**config.mk**
```make
export PLATFORM = sky130hd
export DESIGN_NAME = mem2_load_resp
export DESIGN_NICKNAME = d
export VERILOG_FILES = /design/src/rtl/mem2_load_resp.sv
export SDC_FILE = /design/constraint.sdc
export NUM_CORES = 1
export LEC_CHECK = 0
export CAP_MARGIN = 20
export CORE_ASPECT_RATIO = 0.75
export CORE_UTILIZATION = 37
export DETAILED_ROUTE_END_ITERATION = 16
export GPL_ROUTABILITY_DRIVEN = 0
export MAX_ROUTING_LAYER = met4
export PLACE_DENSITY_LB_ADDON = 0.12
export SETUP_SLACK_MARGIN = 0.4
export SLEW_MARGIN = 10
export SYNTH_ARGS = -nofsm -noshare
export SYNTH_HDL_FRONTEND = slang
export SYNTH_SLANG_ARGS = --single-unit
```
**constraint.sdc**
```tcl
create_clock -name clk -period 2.55 [get_ports clk]
set_clock_uncertainty 0.2 [all_clocks]
set_input_delay 0.51 -clock clk [delete_from_list [all_inputs] [get_ports clk]]
set_output_delay 0.51 -clock clk [all_outputs]
set_load 0.03 [all_outputs]
```
**src/rtl/mem2_load_resp.sv**
```systemverilog
// MEM2 load-response stage: waits for the DCache read word, aligns and
// extends it, stalls the MEM2 register while a response is outstanding,
// discards responses that belong to flushed loads and registers the WB record.
module mem2_load_resp #(
  parameter int unsigned RESP_TIMEOUT = 0
) (
  input  logic        clk,
  input  logic        rst,
  input  logic        mem2_valid,
  input  logic        mem2_is_load,
  input  logic        mem2_exc,
  input  logic [31:0] mem2_aluout,
  input  logic [31:0] mem2_pc,
  input  logic [4:0]  mem2_dst,
  input  logic        mem2_regwr,
  input  logic [1:0]  mem2_load_size,
  input  logic        mem2_load_sign,
  input  logic        flush,
  input  logic        dc_resp_valid,
  input  logic [31:0] dc_rdata,
  output logic        mem2_stall,
  output logic        wb_valid,
  output logic [31:0] wb_pc,
  output logic [4:0]  wb_dst,
  output logic        wb_regwr,
  output logic [31:0] wb_data,
  output logic        err_timeout
);

  // IDLE: no response owed. WAIT: the held load owns the next response.
  // DRAIN: a flushed load's response is still in flight and must be eaten.
  typedef enum logic [1:0] {
    ST_IDLE  = 2'd0,
    ST_WAIT  = 2'd1,
    ST_DRAIN = 2'd2
  } state_t;

  state_t      state_q, state_d;
  logic [31:0] wait_cnt_q, wait_cnt_d;
  logic        err_q, err_d;

  logic        wb_valid_q, wb_valid_d;
  logic [31:0] wb_pc_q, wb_pc_d;
  logic [4:0]  wb_dst_q, wb_dst_d;
  logic        wb_regwr_q, wb_regwr_d;
  logic [31:0] wb_data_q, wb_data_d;

  logic        load_live;   // live load that expects a DCache response
  logic        need;        // same, and not being killed this cycle
  logic        stall;
  logic [31:0] wait_cnt_inc;

  logic [7:0]  rd_byte [4];
  logic [7:0]  byte_sel;
  logic [15:0] half_sel;
  logic [31:0] load_data;

  assign load_live = mem2_valid & mem2_is_load & ~mem2_exc;
  assign need      = load_live & ~flush;

  // Byte lanes of the returned word, indexed by the low address bits.
  for (genvar gi = 0; gi < 4; gi++) begin : g_lane
    assign rd_byte[gi] = dc_rdata[8*gi +: 8];
  end

  // Load alignment and sign/zero extension; size 3 behaves as a word.
  always_comb begin
    byte_sel = rd_byte[mem2_aluout[1:0]];
    // a[0] is deliberately ignored for halves; misaligned halves trap upstream.
    half_sel = mem2_aluout[1] ? dc_rdata[31:16] : dc_rdata[15:0];
    case (mem2_load_size)
      2'd0:    load_data = {{24{mem2_load_sign & byte_sel[7]}}, byte_sel};
      2'd1:    load_data = {{16{mem2_load_sign & half_sel[15]}}, half_sel};
      default: load_data = dc_rdata;
    endcase
  end

  // Next-state and stall decode for the response-tracking FSM.
  always_comb begin
    state_d = state_q;
    stall   = 1'b0;
    case (state_q)
      ST_IDLE: begin
        // A same-cycle response completes the load without stalling.
        if (need && !dc_resp_valid) begin
          stall   = 1'b1;
          state_d = ST_WAIT;
        end
      end
      ST_WAIT: begin
        if (dc_resp_valid) begin
          // With a coincident flush the response is simply dropped.
          state_d = ST_IDLE;
        end else if (flush) begin
          // Killed while the read is in flight: its response comes later.
          state_d = ST_DRAIN;
        end else begin
          stall = 1'b1;
        end
      end
      ST_DRAIN: begin
        // A new load cannot be matched to a response until the stale one is gone.
        stall = load_live;
        if (dc_resp_valid) begin
          state_d = ST_IDLE;
        end
      end
      default: begin
        state_d = ST_IDLE;
      end
    endcase
  end

  // Watchdog: count consecutive WAIT cycles, raise a sticky flag at the limit.
  always_comb begin
    wait_cnt_inc = (wait_cnt_q == 32'hFFFF_FFFF) ? wait_cnt_q : wait_cnt_q + 32'd1;
    wait_cnt_d   = 32'd0;
    err_d        = err_q;
    if (state_q == ST_WAIT) begin
      if (RESP_TIMEOUT != 0 && wait_cnt_inc == 32'(RESP_TIMEOUT)) begin
        err_d = 1'b1;
      end
      if (state_d == ST_WAIT) begin
        wait_cnt_d = wait_cnt_inc;
      end
    end
  end

  // WB record: capture on any non-stalled, non-flushed instruction, else bubble.
  always_comb begin
    wb_valid_d = mem2_valid & ~flush & ~stall;
    wb_pc_d    = wb_pc_q;
    wb_dst_d   = wb_dst_q;
    wb_regwr_d = 1'b0;
    wb_data_d  = wb_data_q;
    if (wb_valid_d) begin
      wb_pc_d    = mem2_pc;
      wb_dst_d   = mem2_dst;
      wb_regwr_d = mem2_regwr;
      // Excepted loads and non-loads carry the ALU result instead of memory data.
      wb_data_d  = load_live ? load_data : mem2_aluout;
    end
  end

  // State, watchdog and WB registers.
  always_ff @(posedge clk or posedge rst) begin
    if (rst) begin
      state_q    <= ST_IDLE;
      wait_cnt_q <= 32'd0;
      err_q      <= 1'b0;
      wb_valid_q <= 1'b0;
      wb_pc_q    <= 32'd0;
      wb_dst_q   <= 5'd0;
      wb_regwr_q <= 1'b0;
      wb_data_q  <= 32'd0;
    end else begin
      state_q    <= state_d;
      wait_cnt_q <= wait_cnt_d;
      err_q      <= err_d;
      wb_valid_q <= wb_valid_d;
      wb_pc_q    <= wb_pc_d;
      wb_dst_q   <= wb_dst_d;
      wb_regwr_q <= wb_regwr_d;
      wb_data_q  <= wb_data_d;
    end
  end

  assign mem2_stall  = stall;
  assign wb_valid    = wb_valid_q;
  assign wb_pc       = wb_pc_q;
  assign wb_dst      = wb_dst_q;
  assign wb_regwr    = wb_regwr_q;
  assign wb_data     = wb_data_q;
  assign err_timeout = err_q;

endmodule

```
Word-level counts from Yosys, hierarchy flattened
Index checks and enable logic that the tools add are counted.

cells by class
  mux-type cells = 16
  magnitude comparators = 1
  bitwise gates (word level) = 11
  equal/unequal tests = 6
  reductions and logical operators = 5

operators by type and width
  cell                                                 count
  case mux 32 bit (2 select lines)                     1
  2-to-1 mux 32 bit                                    1
  binary-select mux 8 bit (select 2 bit)               1
  2-to-1 mux 16 bit                                    1
  2-to-1 mux 8 bit                                     2
  2-to-1 mux 2 bit                                     4
  AND 1 bit                                            7
  case mux 2 bit (3 select lines)                      1
  equality test 2 x 1 -> 1 bit, second input constant  2
  zero test 2 bit                                      2
  2-to-1 mux 1 bit                                     4
  != test 2 bit, second input constant                 2
  >= comparator 3 bit, second input constant           1
  != test 3 bit, second input constant                 1
  inverter 1 bit                                       3
  inverter 2 -> 3 bit                                  1
  case mux 1 bit (3 select lines)                      1
  AND reduction 3 bit                                  1
  equality test 2 bit, second input constant           1
  logical AND 1 bit                                    1
  zero test 1 bit                                      1

word-level totals
  logic and storage cells = 45
  output and inout port bits = 73
  register bits = 73

Depth between registers and ports, before layout
Gate-level depths: netlist of run 1.

  depth after elaboration = 9
  depth in mapped cells = 6

Worst setup path before layout of run 1
No wires, ideal clock.

  path kind = input to output
  start = in mem2_exc
  end = out mem2_stall
  cell stages on the path = 5
  buffers on the path = 2
  slack = -0.198 ns
  data required time = 1.840 ns
  data arrival time = 2.038 ns
  cell sequence = and3b_1 -> clkbuf_1 -> clkbuf_1 -> nor2_1 -> a211oi_1

on the way
  cells in the longest elaborated chain, start to end = 6

RTL lines
  item                                 RTL line  RTL
  start, declared                      11        input logic mem2_exc,
  inverter 1 bit (*)                   58        assign load_live = mem2_valid & mem2_is_load & ~mem2_exc;
  AND 1 bit (*)                        58
  AND 1 bit                            59        assign need = load_live & ~flush;
  logical AND 1 bit                    85        if (need && !dc_resp_valid) begin
  2-to-1 mux 1 bit                     85
  case mux 1 bit (3 select lines) (*)  82        case (state_q)
  end, declared                        21        output logic mem2_stall,

Every way passes the cells marked *; elsewhere a longest branch is shown, timed or not.

Worst setup path in the final report of run 1
Same ends and word-level chain as after synthesis.

==> summary.txt, run 1 <==
layout cell share with drive strength beyond 1 - 12.5%
path type of the worst min-delay path - in -> reg
Sequential Power Share - 34.7%
Slew Viols, Final - 0
drt first pass iters - 5
vias per cell - 5.02
Final period util - 85.1%
CTS tree - built
Crit. End Element - output port
Setup-failing EPs final - 0
worst path required time - 1.84 ns
CTS Buf Count - 9
Setup TNS - 0 ns
critical path launch point type - input port
number of port buffers - 183
Sw Pwr - 1.41 mW
RSZ-0062 raised after global routing - true
num rows - 31
clock buffer depth - 2
final core occ - 63.9%
Tmin final - 2.17 ns
Die W - 118 µm
clk sinks - 73
status - complete, no violations
yosys warns - 0
Seq cells post-synth - 73
flop2flop setup slack - 0.55 ns
final WL - 12200 µm
global-route wire length before repair - 18500 µm
Antenna Nets Post-Route - 0
post-synthesis cell count - 418
clk root buf - clkbuf_16
Final Worst Setup Slack - 0.379 ns
Synth Net Count - 530
Area Growth Syn to Fin - 66.8%
CTS clk-pin slew, worst paths - 0.06 ns
Worst-Skew Late Latency - 0.33 ns
vias in the first global route - 3597
Initial DRC Count - 135
HPWL Detailed - 8780 µm
most frequent cells in the layout - clkdlybuf4s50_1, nand2_1, dfrtp_1
DRC - 0
Die H - 88.7 µm
CP max FO - 3
FF+latch area - 0.00183 mm²
Tot GR Track Use - 23.8%
Switching Share - 33.7%
Crit Path Category - in -> out
static leakage - 2.68 nW
final hold vios - 0
fillers - 845
Pint - 2.77 mW
n_diodes - 0
max cap viols - 0
cts hold-fix bufs - 0
Finished Layout Cells - 746
most common cell after layout, fill and taps aside - clkdlybuf4s50_1
Worst EP arrival - 1.46 ns
Clock Power Share - 30.0%
Synth Cell Area - 0.00371 mm²
Comb power frac - 35.3%
post-synthesis cell type count - 42
via count - 3748
Mean Syn Cell Area - 8.88 µm²
Die Area - 0.0104 mm²
drt wl/cell - 16.3 µm
multi-input logic area - 0.00177 mm²
Pwr per Cell Area - 675 mW/mm²
largest net degree at the start of global routing - 74
area of the core - 0.00970 mm²
pre-CTS WS - -0.0950 ns
Cells after DPL - 727
initial core utilization - 38.3%
register area share after synthesis - 49.2%
htree depth - 3
total power draw - 4.18 mW
Worst IR Drop VDD - 0.000332 V
maximum clock rate - 0.461 GHz
Nets - 721
Overflow after GRT - 0
antenna violations before repair - 0
IO Count - 185
## final timing paths
path,endpoint,cells after the start,from
max,mem2_stall,5,mem2_exc
min,state_q[1],2,dc_resp_valid
max reg2reg,wb_data[12],6,state_q[1]
min reg2reg,wb_pc[26],2,wb_pc[26]
max in group asynchronous,wb_data[22],3,rst
min in group asynchronous,wb_pc[24],3,rst
## flip-flops by register name (all words and copies together) (netlist names)
| register | count |
|---|---|
| wb_dst | 5 |
| wb_data | 32 |
| wb_regwr | 1 |
| state_q | 2 |
| wb_pc | 32 |
| wb_valid | 1 |
## kinds of logic after synthesis
logic type / count (synthesis) / share of synthesized area, %
AO/OA/AOI/OAI: 60 / 15.1
buffers and inverters: 32 / 4.01
flip-flops: 73 / 49.2
multiplexers: 10 / 2.76
other: 1 / 0.101
AND/OR/NAND/NOR: 242 / 28.8
## synth_stat cells
library cell | count | area share [%]
inv_1 | 3 | 0.30
dfrtp_1 | 73 | 49
o21ai_1 | 4 | 0.54
buf_6 | 2 | 0.61
clkbuf_1 | 18 | 1.8
and3b_1 | 1 | 0.24
nor4b_1 | 1 | 0.24
a211oi_2 | 10 | 3.4
conb_1 | 1 | 0.10
a211oi_1 | 7 | 1.4
buf_2 | 5 | 0.67
nor4_1 | 1 | 0.17
nand4b_4 | 1 | 0.64
and2_1 | 1 | 0.17
a31oi_1 | 1 | 0.17
o2111ai_1 | 5 | 1.2
a2111oi_0 | 1 | 0.24
nor3_4 | 1 | 0.44
a21oi_1 | 14 | 1.9
nor2_1 | 40 | 4.0
nor3b_1 | 3 | 0.61
nor3_1 | 16 | 2.2
nand3_1 | 8 | 1.1
nand3b_1 | 4 | 0.81
a221oi_1 | 2 | 0.47
or3_1 | 6 | 1.0
or4b_4 | 1 | 0.37
nand2b_1 | 4 | 0.67
inv_2 | 1 | 0.10
clkinv_1 | 1 | 0.10
nor2_2 | 1 | 0.17
nor2b_1 | 8 | 1.3
mux2_2 | 2 | 0.61
nand2_1 | 145 | 15
o21a_1 | 2 | 0.40
o311ai_2 | 8 | 3.5
buf_4 | 2 | 0.40
o221ai_4 | 1 | 0.71
a22oi_4 | 1 | 0.57
o21ai_0 | 3 | 0.40
mux2i_1 | 8 | 2.2
o32ai_1 | 1 | 0.24
## critical path, stage by stage
cell and delay [ns]:
dlygate4sd2_1 0.26, and3b_1 0.23, nor2_1 0.07, a211oi_2 0.20, buf_4 0.19
## routing by layer
| metal | global-route usage (%) | wire, µm | share of wire, % |
|---|---|---|---|
| met1 | 30.7 | 5650 | 46 |
| met2 | 36.8 | 5630 | 46 |
| met3 | 6.38 | 767 | 6.3 |
| met4 | 6.76 | 153 | 1.3 |
| met5 | - | 0 | 0 |
## what timing repair did
action	4_1_cts	5_1_grt
setup endpoints to repair	14	29
pin swaps	5	0
setup buffers	2	0
gates cloned	1	0
gates resized for setup	14	5
## through the flow
| stage | cell area (µm²) | hold slack (ns) |
|---|---|---|
| 6_report | 6190 | 0.232 |
| 5_1_grt | 6190 | 0.259 |
| 4_1_cts | 6180 | 0.269 |
| 3_5_place_dp | 5810 | 0.256 |
| 3_3_place_gp | 5810 | 0.249 |
| 2_1_floorplan | 3720 | 0.310 |
## area by class of cell
| type | count | area share, % |
|---|---|---|
| Timing Repair Buffer | 207 | 34.0 |
| Sequential cell | 73 | 29.5 |
| Multi-Input combinational cell | 313 | 28.6 |
| Clock buffer | 10 | 3.70 |
| Tap cell | 132 | 2.67 |
| Clock inverter | 6 | 1.09 |
| Inverter | 5 | 0.364 |
## power by group through the flow
stage                     sequential (mW)  combinational [mW]  clock [mW]
after floorplan                      1.85               0.359           0
after global placement               1.47                1.44           0
after detailed placement             1.47                1.46           0
after CTS                            1.45                1.48        1.28
after global routing                 1.47                1.56        1.32
final                                1.45                1.48        1.26
(Power assumes the default switching activity.)
==> inputs of run 2 (changes only) <==
--- a/config.mk
+++ b/config.mk
@@ -9,7 +9,6 @@
 export CORE_ASPECT_RATIO = 0.75
 export CORE_UTILIZATION = 37
 export DETAILED_ROUTE_END_ITERATION = 16
-export GPL_ROUTABILITY_DRIVEN = 0
 export MAX_ROUTING_LAYER = met4
 export PLACE_DENSITY_LB_ADDON = 0.12
 export SETUP_SLACK_MARGIN = 0.4
==> results of run 2 <==
The final DEF is identical to that of run 1; final timing and power are the same.
